[config.mk]
export PLATFORM = sky130hd
export DESIGN_NAME = program_memory_loader
export DESIGN_NICKNAME = d
export VERILOG_FILES = /design/src/rtl/program_memory_loader.sv
export SDC_FILE = /design/constraint.sdc
export NUM_CORES = 1
export LEC_CHECK = 0
export ABC_AREA = 1
export CORE_ASPECT_RATIO = 1.5
export CORE_MARGIN = 1.5
export CORE_UTILIZATION = 30
export DETAILED_ROUTE_END_ITERATION = 8
export PLACE_DENSITY = 0.52
export SLEW_MARGIN = 20
export SYNTH_ARGS = -nofsm -noshare
export SYNTH_HDL_FRONTEND = slang
export SYNTH_SLANG_ARGS = --single-unit
export TNS_END_PERCENT = 10
[constraint.sdc]
create_clock -name clk -period 1.8 [get_ports clk]
set_input_delay 0.36 -clock clk [delete_from_list [all_inputs] [get_ports clk]]
set_output_delay 0.36 -clock clk [all_outputs]
set_load 0.01 [all_outputs]
[src/rtl/program_memory_loader.sv]
// Boot-time program memory loader.
// Receives a byte stream (16-bit word count, little-endian data words,
// XOR checksum) over valid/ready, writes each assembled word into the
// text segment and holds the core in reset until the image is verified.
module program_memory_loader #(
    parameter int                    MEMORY_DEPTH = 32,
    parameter int                    DATA_WIDTH   = 32,
    parameter logic [DATA_WIDTH-1:0] TEXT_BASE    = 32'h0040_0000
) (
    input  logic                  clk,
    input  logic                  reset,
    input  logic                  start_i,
    input  logic [7:0]            byte_i,
    input  logic                  byte_valid_i,
    output logic                  byte_ready_o,
    output logic                  write_enable_o,
    output logic [DATA_WIDTH-1:0] write_address_o,
    output logic [DATA_WIDTH-1:0] write_data_o,
    output logic                  core_hold_o,
    output logic                  done_o,
    output logic                  error_o
);

    localparam int          IDX_W   = (MEMORY_DEPTH > 1) ? $clog2(MEMORY_DEPTH) : 1;
    localparam logic [15:0] LEN_MAX = 16'(MEMORY_DEPTH);

    typedef enum logic [2:0] {
        ST_IDLE   = 3'd0,
        ST_LEN_LO = 3'd1,
        ST_LEN_HI = 3'd2,
        ST_DATA   = 3'd3,
        ST_WRITE  = 3'd4,
        ST_CHECK  = 3'd5,
        ST_DONE   = 3'd6,
        ST_ERROR  = 3'd7
    } state_t;

    state_t                  state_r;
    state_t                  state_s;
    logic [1:0]              byte_cnt_r;
    logic [7:0]              len_lo_r;
    logic [15:0]             len_r;
    logic [IDX_W-1:0]        word_index_r;
    logic [DATA_WIDTH-1:0]   word_r;
    logic [DATA_WIDTH-1:0]   addr_r;
    logic [7:0]              csum_r;

    logic                    ready_r;
    logic                    we_r;
    logic                    hold_r;
    logic                    done_r;
    logic                    error_r;

    logic                    xfer_s;
    logic [15:0]             len_in_s;
    logic                    len_bad_s;
    logic                    last_word_s;

    // A byte moves only when the registered ready and the source's valid coincide.
    assign xfer_s      = byte_valid_i && ready_r;
    assign len_in_s    = {byte_i, len_lo_r};
    assign len_bad_s   = (len_in_s == 16'd0) || (len_in_s > LEN_MAX);
    // Index stops at N-1 so it never runs past the last legal word.
    assign last_word_s = (16'(word_index_r) == (len_r - 16'd1));

    // State register.
    always_ff @(posedge clk) begin
        if (reset) begin
            state_r <= ST_IDLE;
        end else begin
            state_r <= state_s;
        end
    end

    // Next-state decode.
    always_comb begin
        state_s = state_r;
        case (state_r)
            ST_IDLE: begin
                if (start_i) state_s = ST_LEN_LO;
                else         state_s = ST_IDLE;
            end
            ST_LEN_LO: begin
                if (xfer_s) state_s = ST_LEN_HI;
                else        state_s = ST_LEN_LO;
            end
            ST_LEN_HI: begin
                if (xfer_s) begin
                    if (len_bad_s) state_s = ST_ERROR;
                    else           state_s = ST_DATA;
                end else begin
                    state_s = ST_LEN_HI;
                end
            end
            ST_DATA: begin
                if (xfer_s && (byte_cnt_r == 2'd3)) state_s = ST_WRITE;
                else                                state_s = ST_DATA;
            end
            ST_WRITE: begin
                if (last_word_s) state_s = ST_CHECK;
                else             state_s = ST_DATA;
            end
            ST_CHECK: begin
                if (xfer_s) begin
                    if (byte_i == csum_r) state_s = ST_DONE;
                    else                  state_s = ST_ERROR;
                end else begin
                    state_s = ST_CHECK;
                end
            end
            ST_DONE: begin
                if (start_i) state_s = ST_LEN_LO;
                else         state_s = ST_DONE;
            end
            ST_ERROR: begin
                if (start_i) state_s = ST_LEN_LO;
                else         state_s = ST_ERROR;
            end
            default: state_s = ST_IDLE;
        endcase
    end

    // Output flags registered from the next state so they line up with state_r.
    always_ff @(posedge clk) begin
        if (reset) begin
            ready_r <= 1'b0;
            we_r    <= 1'b0;
            hold_r  <= 1'b0;
            done_r  <= 1'b0;
            error_r <= 1'b0;
        end else begin
            ready_r <= (state_s == ST_LEN_LO) || (state_s == ST_LEN_HI) ||
                       (state_s == ST_DATA)   || (state_s == ST_CHECK);
            we_r    <= (state_s == ST_WRITE);
            hold_r  <= (state_s != ST_IDLE) && (state_s != ST_DONE);
            done_r  <= (state_s == ST_DONE);
            error_r <= (state_s == ST_ERROR);
        end
    end

    // Datapath: length capture, word assembly, checksum and write address.
    always_ff @(posedge clk) begin
        if (reset) begin
            byte_cnt_r   <= 2'd0;
            len_lo_r     <= 8'd0;
            len_r        <= 16'd0;
            word_index_r <= '0;
            word_r       <= '0;
            addr_r       <= '0;
            csum_r       <= 8'd0;
        end else begin
            case (state_r)
                ST_IDLE, ST_DONE, ST_ERROR: begin
                    if (start_i) begin
                        byte_cnt_r   <= 2'd0;
                        len_lo_r     <= 8'd0;
                        len_r        <= 16'd0;
                        word_index_r <= '0;
                        csum_r       <= 8'd0;
                    end else begin
                        byte_cnt_r   <= byte_cnt_r;
                    end
                end
                ST_LEN_LO: begin
                    if (xfer_s) len_lo_r <= byte_i;
                    else        len_lo_r <= len_lo_r;
                end
                ST_LEN_HI: begin
                    if (xfer_s) len_r <= len_in_s;
                    else        len_r <= len_r;
                end
                ST_DATA: begin
                    if (xfer_s) begin
                        // First byte of a word ends up in bits [7:0] after four shifts.
                        word_r     <= {byte_i, word_r[DATA_WIDTH-1:8]};
                        csum_r     <= csum_r ^ byte_i;
                        byte_cnt_r <= byte_cnt_r + 2'd1;
                        if (byte_cnt_r == 2'd3) begin
                            addr_r <= TEXT_BASE + (DATA_WIDTH'(word_index_r) << 2);
                        end else begin
                            addr_r <= addr_r;
                        end
                    end else begin
                        word_r <= word_r;
                    end
                end
                ST_WRITE: begin
                    if (!last_word_s) word_index_r <= word_index_r + IDX_W'(1);
                    else              word_index_r <= word_index_r;
                end
                default: begin
                    byte_cnt_r <= byte_cnt_r;
                end
            endcase
        end
    end

    assign byte_ready_o    = ready_r;
    assign write_enable_o  = we_r;
    assign write_address_o = addr_r;
    assign write_data_o    = word_r;
    assign core_hold_o     = hold_r;
    assign done_o          = done_r;
    assign error_o         = error_r;

endmodule
Word-level counts from Yosys, hierarchy flattened
Cells that the tools add are included.
{"block": "classes", "add_sub_neg": 4, "n_mul": 0, "div": 0, "n_lt_le_gt_ge": 1, "n_eq_ne": 23, "shift": 0, "muxes": 25, "bitwise_logic": 1, "n_reduce_logical": 21}
{"cell": "$mux W16", "n": 2}
{"cell": "$pmux W16 S2", "n": 1}
{"cell": "$pmux W8 S2", "n": 2}
{"cell": "$add A23 B7 Y24 const A", "n": 1}
{"cell": "$eq A3 B3 Y1 const B", "n": 8}
{"cell": "$mux W8", "n": 3}
{"cell": "$pmux W3 S8", "n": 1}
{"cell": "$mux W3", "n": 7}
{"cell": "$eq A5 B16 Y1", "n": 1}
{"cell": "$gt A16 B6 Y1 const B", "n": 1}
{"cell": "$logic_not A16 Y1", "n": 1}
{"cell": "$sub A16 B1 Y16 const B", "n": 1}
{"cell": "$reduce_and A3 Y1", "n": 5}
{"cell": "$eq A3 B2 Y1 const B", "n": 4}
{"cell": "$mux W5", "n": 2}
{"cell": "$ne A2 B2 Y1 const B", "n": 5}
{"cell": "$pmux W5 S2", "n": 1}
{"cell": "$eq A8 B8 Y1", "n": 1}
{"cell": "$reduce_bool A2 Y1", "n": 4}
{"cell": "$xor A8 B8 Y8", "n": 1}
{"cell": "$eq A3 B1 Y1 const B", "n": 2}
{"cell": "$mux W2", "n": 3}
{"cell": "$add A5 B1 Y5 const B", "n": 1}
{"cell": "$logic_or A1 B1 Y1", "n": 4}
{"cell": "other kinds (10)", "n": 13}
{"block": "totals", "regBits": 111, "latch_bits": 0, "mem_bits_rw": 0, "romBits": 0, "inputBits": 12, "output_inout_bits": 69, "mem_count": 0}

Logic depth before layout (Yosys ltp)
{"block": "depth", "depth_word": 9, "mapped_depth": 18, "ltp_nobuf": 18}

Worst setup path before layout
No wires, ideal clock.
{"block": "synth_path", "path_kind": "register -> register", "start": "reg len_r[0]", "end": "reg hold_r, in the netlist core_hold_o", "setup_time_ns": 0.109, "arrival_ns": 1.656, "setup_slack_ns": 0.035, "path_stages_with_launch": 16, "synth_period_minus_slack_ns": 1.765, "cell_sequence": "dfxtp_1 -> inv_1 -> ha_1 -> nand2_1 -> nor2_4 -> nand2_1 -> nand2_1 -> nand2_1 -> inv_1 -> nand2_1 -> nor2_2 -> nand4_2 -> nand2_1 -> nand3_1 -> nand2_1 -> inv_1"}
{"block": "synth_via", "elab_chain_len": 6, "word_cells_on_any_way": 7, "cone_classes": "1 x add/sub; 2 x eq/ne; 2 x mux; 2 x reduce/logical"}
{"item": "start: declaration", "line": "42", "source": "logic [15:0] len_r;"}
{"item": "start signal: assignment", "line": "169", "source": "if (xfer_s) len_r <= len_in_s;"}
{"item": "start signal: assignment", "line": "170", "source": "else len_r <= len_r;"}
{"item": "$sub A16 B1 Y16 (*)", "line": "64", "source": "assign last_word_s = (16'(word_index_r) == (len_r - 16'd1));"}
{"item": "$eq A5 B16 Y1 (*)", "line": "64"}
{"item": "$mux W3 (*)", "line": "100", "source": "if (last_word_s) state_s = ST_CHECK;"}
{"item": "$pmux W3 S8 (*)", "line": "78", "source": "case (state_r)"}
{"item": "$ne A3 B3 Y1 or $reduce_bool A3 Y1 (tied branches)", "line": "135", "source": "hold_r <= (state_s != ST_IDLE) && (state_s != ST_DONE);"}
{"item": "$logic_and A1 B1 Y1 (*)", "line": "135"}
{"item": "end signal: assignment", "line": "135"}
{"item": "end: declaration", "line": "50", "source": "logic hold_r;"}
Mark *: on every way between the ends. The rest lies on a longest branch, timed or not.
A chain may end at the register's enable or synchronous reset.

Worst setup path after layout
{"block": "layout_path", "start": "reg len_r[1]", "end": "reg word_index_r[3]"}
{"block": "layout_via", "elab_chain_len": 4}
{"item": "$sub A16 B1 Y16", "line": "64"}
{"item": "$eq A5 B16 Y1", "line": "64"}
{"item": "$ne A2 B2 Y1 (no source line)"}
{"item": "$reduce_and A3 Y1 (no source line)"}
{"item": "end signal: assignment", "line": "188", "source": "if (!last_word_s) word_index_r <= word_index_r + IDX_W'(1);"}
{"item": "end signal: assignment", "line": "189", "source": "else word_index_r <= word_index_r;"}
{"item": "end: declaration", "line": "43", "source": "logic [IDX_W-1:0] word_index_r;"}
No other way between the ends.

==> results.json <==
{
  "drt-initial-drc-count": 225,
  "r2r_start": "len_r[1]",
  "first_global_vias": 3881,
  "finClkSkew_ns": 0.00629,
  "dpl_worst_slack_ns": -0.435,
  "cap_violations": 0,
  "clk_latency_ns": 0.33,
  "leakagePower_nw": 2.59,
  "worstHoldEndpoint": "len_r[15]",
  "start_util": 0.309,
  "worstSetupStartpointType": "flop",
  "syn_area_per_cell_sq_um": 7.15,
  "ctsLongestPathBuffers": 2,
  "arrival_ns": 2.14,
  "syn_area_sq_um": 4180,
  "r2r_cells": 16,
  "hold_path.class": "reg2reg",
  "min_from": "len_r[15]",
  "ant_nets": 0,
  "dr.pass1.iters": 4,
  "drc": 0,
  "async_flop_share": 0,
  "seq_power_share": 0.317,
  "antenna_cells": 0,
  "synth_edf_count": 0,
  "switching_power_mw": 2.55,
  "antenna_found_initial": 0,
  "routed-via-count": 3961,
  "path_max_fanout": 5,
  "pwr-share-comb": 0.397,
  "grt_max_degree": 37,
  "tns_ns": -0.803,
  "area_growth_pct": 36.6,
  "yosysWarnings": 0,
  "power.density_nw_per_um2": 1220,
  "max_freq_mhz": 523,
  "ir_drop_mv": 0.517,
  "wl_um": 11200,
  "die_x_um": 99.4,
  "fin_crit_sh": 1.06,
  "die_area_sq_um": 14700,
  "grt_pass1_wl_um": 18600,
  "synth.distinct_cells": 38,
  "grt_use_total": 0.158,
  "internal_power_mw": 4.43,
  "r2r_end": "word_index_r[3]",
  "required_ns": 2.03,
  "clkSinkCount": 85,
  "switching_share": 0.365,
  "cts-root-buf": "clkbuf_16",
  "fill_cells": 1369,
  "p_clk_frac": 0.286,
  "cts_hold_buf": 0,
  "synthFlopType": "dfxtp_1",
  "cts_made_buffers": 9,
  "gp_congestion": 0.863,
  "num_rows": 52,
  "syn-instance-count": 585,
  "die_y_um": 148,
  "hold_viol_final": 0,
  "ioPinCount": 81,
  "drive_gt1_frac": 0.201,
  "violations": "setup timing",
  "cts_tree": "done",
  "place_hpwl_um": 8200,
  "cts.clk_slew.worst_paths_ns": 0.07,
  "whs_ns": 0.477,
  "rsz0062_at_grt": "true",
  "ys_ff_latch": 85,
  "worstSetupEndpointType": "flop",
  "crit_type": "reg2reg",
  "setup_viol": 11,
  "ys_seq_area_frac": 0.407,
  "wire_per_inst_um": 13.1,
  "vias_per_cell": 4.65,
  "setup_ws_ns": -0.111,
  "hold_depth": 2,
  "ff2ff_setup_slack_ns": -0.11,
  "finalPower_mw": 6.98,
  "port_buffers": 54,
  "nets": 701,
  "core_sq_um": 13500,
  "layout_common_cells": "nor2_1, nand2_1, dfxtp_1",
  "drv_slew": 0,
  "status": "finished with violations",
  "post-route-util": 0.422,
  "grt_overflow_total": 0,
  "h-tree-depth": 3,
  "mostFrequentLayoutCell": "nor2_1",
  "fin_crit_ns": 1.91
}
-- stage by stage --
step                cells  area [sq um]
floorplan             610          4280
global placement      832          5150
detailed placement    832          5150
CTS                   849          5600
global route          852          5720
finish                852          5720
-- worst max-delay path, stage by stage (launching register included) --
cell and delay (ns):
dfxtp_2 0.35, inv_2 0.06, ha_4 0.17, buf_6 0.11
inv_2 0.04, nand2_2 0.05, nand3b_1 0.08, nand2_1 0.05
nor2_1 0.10, nand2_1 0.07, clkinv_2 0.06, nand2_4 0.05
nor2_4 0.14, nand4_4 0.16, buf_4 0.18, nand3_1 0.07
a21oi_2 0.05
-- cell families after synthesis --
group	synth area share
muxes	0.00239
and+or+nand+nor	0.291
AOI/OAI and AO/OA	0.149
buffers and inverters	0.115
DFF	0.407
other	0.000896
adders and majority gates	0.00897
xor gates and xnor gates	0.0272
-- timing repair --
action	CTS	global route
setup endpoints to repair	13	50
buffers inserted	2	3
endpoints found under the hold margin	0	0
pin swaps	11	17
resized for setup	33	26
-- synthesized netlist by cell type, drive strengths merged (3+ instances only) --
cell type / instances / area [sq um]
xnor2: 4 / 35.0
nand3: 38 / 190
a211oi: 14 / 110
nor4: 3 / 18.8
nand3b: 3 / 22.5
nand2: 100 / 378
clkbuf: 16 / 60.1
xor2: 9 / 78.8
ha: 3 / 37.5
nand4: 6 / 43.8
nor3: 3 / 26.3
o211a: 4 / 40.0
dfxtp: 85 / 1700
inv: 49 / 186
buf: 31 / 229
a21oi: 42 / 225
nor2: 122 / 524
o21ai: 47 / 235
-- worst max-delay path by stage --
stage / from / end / slack, ns / depth (start not counted)
floorplan: len_r[0] / core_hold_o / 0.04 / 15
global placement: byte_i[3] / core_hold_o / -0.46 / 11
global route: len_r[1] / core_hold_o / -0.24 / 17
CTS: len_r[0] / byte_ready_o / -0.11 / 18
finish: len_r[1] / word_index_r[3] / -0.11 / 16
detailed placement: byte_i[3] / core_hold_o / -0.44 / 11
-- power groups by stage --
stage               Sequential (mW)  Clock, mW  Combinational [mW]
floorplan                      2.22          0                1.63
global placement               2.23          0                2.39
detailed placement             2.24          0                2.41
CTS                            2.20       2.05                2.66
global route                   2.24       2.12                3.10
finish                         2.21       2.00                2.77
-- routing by layer --
layer  share of wire  vias up  global-route usage
li1                -     2053                   -
met1            0.42     1801               0.181
met2            0.51       86               0.277
met3           0.038       21              0.0293
met4           0.034        0              0.0810
met5               0        -                   0
-- registers in the layout, summed over array words and instances (netlist names) --
signal and cells:
len_r 16, write_data_o 32, done_o 1, core_hold_o 1
write_enable_o 1, write_address_o 6, byte_cnt_r 2, byte_ready_o 1
word_index_r 5, csum_r 8, error_o 1, len_lo_r 8
state_r 3
-- layout make-up --
cell class,instances,area [sq um],area share
Clock buffer,10,239,0.0418
Clock inverter,5,83.8,0.0147
Timing Repair Buffer,112,1010,0.176
Sequential cell,85,1710,0.299
Inverter,50,199,0.0348
Tap cell,162,203,0.0355
Multi-Input combinational cell,428,2270,0.398
Note: power is estimated with default switching activity, not from simulation.
